### src/rtl/ertn_ctrl.sv
// ertn_ctrl: exception-return sequencer and CRMD owner.
// Exception entry demotes CRMD (PLV/IE cleared) and exports CRMD[2:0] for the
// PRMD save. A committed ERTN drains the store buffer, restores CRMD[2:0] from
// PRMD, then issues a one-cycle flush and fetch redirect to the latched ERA.
module ertn_ctrl #(
  parameter logic [31:0] CRMD_RST = 32'h0000_0008
) (
  input  logic        clk,
  input  logic        rst,
  input  logic        ertn_commit,
  input  logic        except_en,
  input  logic        CSRWR_CRMD_en,
  input  logic [31:0] CSRWR_CRMD_data,
  input  logic [2:0]  PRMD_3,
  input  logic [31:0] ERA,
  input  logic        sb_empty,
  output logic [31:0] CRMD,
  output logic [2:0]  CRMD_3,
  output logic        stall_commit,
  output logic        flush,
  output logic        redirect_valid,
  output logic [31:0] redirect_pc
);

  typedef enum logic [1:0] {
    S_IDLE     = 2'd0,
    S_DRAIN    = 2'd1,
    S_RESTORE  = 2'd2,
    S_REDIRECT = 2'd3
  } state_t;

  state_t      r_state;
  logic [4:0]  r_crmd;     // implemented CRMD bits: PG, DA, IE, PLV[1:0]
  logic [31:0] r_era_q;    // return target, captured once at ERTN acceptance

  logic        w_in_redirect;
  logic        w_unused_csr_hi;

  // Sequencer state, CRMD and captured ERA.
  always_ff @(posedge clk or posedge rst) begin
    if (rst) begin
      r_state <= S_IDLE;
      r_crmd  <= CRMD_RST[4:0];
      r_era_q <= '0;
    end else begin
      case (r_state)
        S_IDLE: begin
          // CSR write covers every bit the exception would clear, so it wins
          // outright when both arrive together.
          if (CSRWR_CRMD_en) begin
            r_crmd <= CSRWR_CRMD_data[4:0];
          end else if (except_en) begin
            r_crmd[2:0] <= 3'b000;
          end
          // An exception in the same cycle cancels the ERTN.
          if (ertn_commit && !except_en) begin
            r_era_q <= ERA;
            r_state <= S_DRAIN;
          end
        end
        S_DRAIN: begin
          if (sb_empty) begin
            r_state <= S_RESTORE;
          end
        end
        S_RESTORE: begin
          r_crmd[2:0] <= PRMD_3;
          r_state     <= S_REDIRECT;
        end
        S_REDIRECT: begin
          r_state <= S_IDLE;
        end
        default: begin
          r_state <= S_IDLE;
        end
      endcase
    end
  end

  assign w_in_redirect   = (r_state == S_REDIRECT);
  assign w_unused_csr_hi = ^CSRWR_CRMD_data[31:5];

  // Outputs are pure decodes of registered state, hence glitch-free.
  assign CRMD           = {27'b0, r_crmd};
  assign CRMD_3         = r_crmd[2:0];
  assign stall_commit   = (r_state != S_IDLE);
  assign flush          = w_in_redirect;
  assign redirect_valid = w_in_redirect;
  assign redirect_pc    = w_in_redirect ? r_era_q : '0;

endmodule

### config.mk
export PLATFORM = sky130hd
export DESIGN_NAME = ertn_ctrl
export DESIGN_NICKNAME = d
export VERILOG_FILES = /design/src/rtl/ertn_ctrl.sv
export SDC_FILE = /design/constraint.sdc
export NUM_CORES = 1
export LEC_CHECK = 0
export CORE_MARGIN = 3
export CORE_UTILIZATION = 39
export CTS_CLUSTER_SIZE = 25
export DETAILED_ROUTE_END_ITERATION = 10
export PLACE_DENSITY = 0.94
export SETUP_SLACK_MARGIN = 0.4
export SLEW_MARGIN = 10
export SYNTH_ARGS = -nofsm -noshare
export SYNTH_HDL_FRONTEND = slang
export SYNTH_SLANG_ARGS = --single-unit
### constraint.sdc
create_clock -name clk -period 4.1 [get_ports clk]
set_clock_uncertainty 0.2 [all_clocks]
set_input_delay 0.82 -clock clk [delete_from_list [all_inputs] [get_ports clk]]
set_output_delay 0.82 -clock clk [all_outputs]
set_load 0.01 [all_outputs]
==> flow_summary.yaml <==
synthesis:
  synth_compound_area_share_pct: 2.12
  yosysWarnings: 0
  synthAdderAreaFrac_pct: 2.87
  synth_area_per_cell_um2: 12.6
  yosys.area.top_type: "dfrtp_1"
  ys_seq_area_share_pct: 44.8
  synthCells: 173
  synth-xor-area-share_pct: 0
  syn_area_mm2: 0.00218
  synth.top_cell.area_share_pct: 43.6
  synthMuxAreaShare_pct: 24.8
  ys_types: 20
  ys_top_cells_by_area: "dfrtp_1 44%, mux2_4 21%, buf_4 11%"
  synth_seq_cells: 39
  synth_top_family_by_area: "multiplexers"
  synthSimpleGateAreaFrac_pct: 11.9
setup_path:
  cp-start-kind: "register"
  criticalPathCategory: "reg2out"
  crit_path_max_incr_delay_ns: 0.55
  required_ns: 3.08
  reg2reg_to: "r_era_q[2]"
  cp.buffers_inverters: 2
  worst-r2r-setup-slack_ns: 1.98
  path_delay_family: "buffers and inverters"
  cpMaxStageDelayCell: "clkdlybuf4s50_1"
  crit_fanout: 18
  path_cells: "ha_1, buf_4, and2_1, clkdlybuf4s50_1"
  critPathArrivalTime_ns: 2.16
  cp_num_cells: 4
  cp-end-kind: "primary output"
  worstRegToRegCells: 4
  r2r_start: "r_state[0]"
layout:
  seqCellArea_um2: 977
  area_growth_pct: 41.4
  fillCellCount: 435
  multi_input_area_mm2: 0.00101
  layout.cells.most_common: "clkdlybuf4s50_1"
  layout_common_cells: "88 x clkdlybuf4s50_1, 38 x dfrtp_1, 32 x and2_1"
  drive_above_1_share_pct: 19.2
  n_antenna_cell: 0
  final_nets: 337
sta:
  finalSetupViolCount: 0
  post-route-period-util_pct: 77.6
  slew_headroom_pct: 57.6
  fmax_mhz: 314
  fin_crit_ns: 3.18
  finalWorstSetupSlack_ns: 0.919
  final_hold_viol_count: 0
  drv_slew: 0
  rsz0062_at_grt: "false"
  finalSetupTns_ns: 0
  tightest_slew_ns: 0.636
placed_design:
  preCtsSetupSlack_ns: 1.19
  gp_congestion: 0.741
  dp_hpwl_um: 3450
  io_buffer_count: 88
flow_run:
  maxCapViolations: 0
worst_hold_path:
  holdPathStages: 1
  holdPathEnd: "r_era_q[30]"
  min_from: "r_era_q[30]"
  min_path_type: "reg2reg"
detailed_routing:
  drtAntennaViolNets: 0
  drc: 0
  wire_per_inst_um: 13.8
  via_per_inst: 4.37
  drt-pass1-iter-count: 4
  vias: 1441
  drt-total-wl_um: 4570
  initialDrtViolationCount: 43
cts:
  clk_pin_slew_ns: 0.08
  cts_tree: "done"
  worstSkewPairLatency_ns: 0.28
  ctsLongestPathBuffers: 2
  cts_sinks: 39
  cts_resized: 0
  htreeDepth: 2
  cts_root_buf: "clkbuf_8"
  cts_buffers: 5
  ctsHoldBuffers: 0
  post_cts_buffers: 0
global_routing:
  grt_max_degree: 40
  grt_remaining_overflow: 0
  antenna_found_initial: 0
  grt_pass1_vias: 1547
  grtUsageTotal_pct: 14.7
  grt_pass1_wl_um: 7420
power:
  finalPower_mw: 2.00
  powerDensity_mw_per_mm2: 647
  ir_worst_vdd_mv: 0.331
  p_leak_nw: 1.46
floorplan:
  fp.dieArea_mm2: 0.00653
  start_util_pct: 41.4
  die_width_um: 80.8
  num_rows: 26
  ios: 143
  core_area_mm2: 0.00527
  die_y_um: 80.8
status:
  outcome: "completed"
sequential cells by signal (all words and copies together), names as in the netlist:
| register | count |
|---|---|
| r_state | 2 |
| r_era_q | 32 |
| r_crmd | 5 |
layout make-up:
type | count | share of cell area (%)
repair buffers | 90 | 29.0
multi-input cells | 119 | 32.7
flip-flops and latches | 39 | 31.7
inverters | 4 | 0.487
well taps | 70 | 2.84
clock buffers | 8 | 3.24
stage by stage:
stage	util (%)	cell area (um^2)	hold slack, ns	cells
after floorplan	-	2280	0.270	199
after global placement	56.6	2990	0.281	322
after detailed placement	56.6	2990	0.288	322
after CTS	58.5	3090	0.307	330
after global routing	58.5	3090	0.317	330
final	58.5	3090	0.303	330
how the worst max path moves through the flow:
stage,start,endpoint,slack (ns)
after floorplan,r_state[0],redirect_pc[31],2.02
after CTS,r_state[0],redirect_pc[12],0.86
after detailed placement,r_state[0],redirect_pc[13],1.19
after global routing,r_state[0],redirect_pc[25],0.73
final,r_state[0],redirect_pc[12],0.92
after global placement,r_state[0],redirect_pc[31],1.21
where the power goes:
part / internal, mW / switching (mW) / total [mW]
Combinational: 0.655 / 0.368 / 1.02
Clock: 0.154 / 0.128 / 0.282
Sequential: 0.583 / 0.108 / 0.692
Total: 1.39 / 0.605 / 2.00
routing by layer:
layer | track usage (%) | share of wire (%)
met1 | 18.3 | 40
met3 | 2.99 | 5.9
met4 | 5.41 | 1.4
met5 | 0 | 0
met2 | 25.1 | 53
synthesized netlist by cell type:
cell type	n
dfrtp_1	38
nand2_1	7
nand2b_1	1
ha_1	5
conb_1	1
a21oi_2	1
o21a_1	1
dfstp_2	1
inv_1	4
o21ai_0	3
nor2b_1	1
a21oi_1	1
mux2_2	8
o32a_1	1
buf_4	31
buf_6	3
mux2_4	30
clkbuf_1	3
nand3b_4	1
and2_1	32
logic make-up after synthesis:
group	count (synthesis)
mux	38
buf+inv	41
simple gates	42
compound gates	7
other cells	1
fa+ha+maj	5
flops	39
No activity file was read; power rests on OpenSTA's default activity.
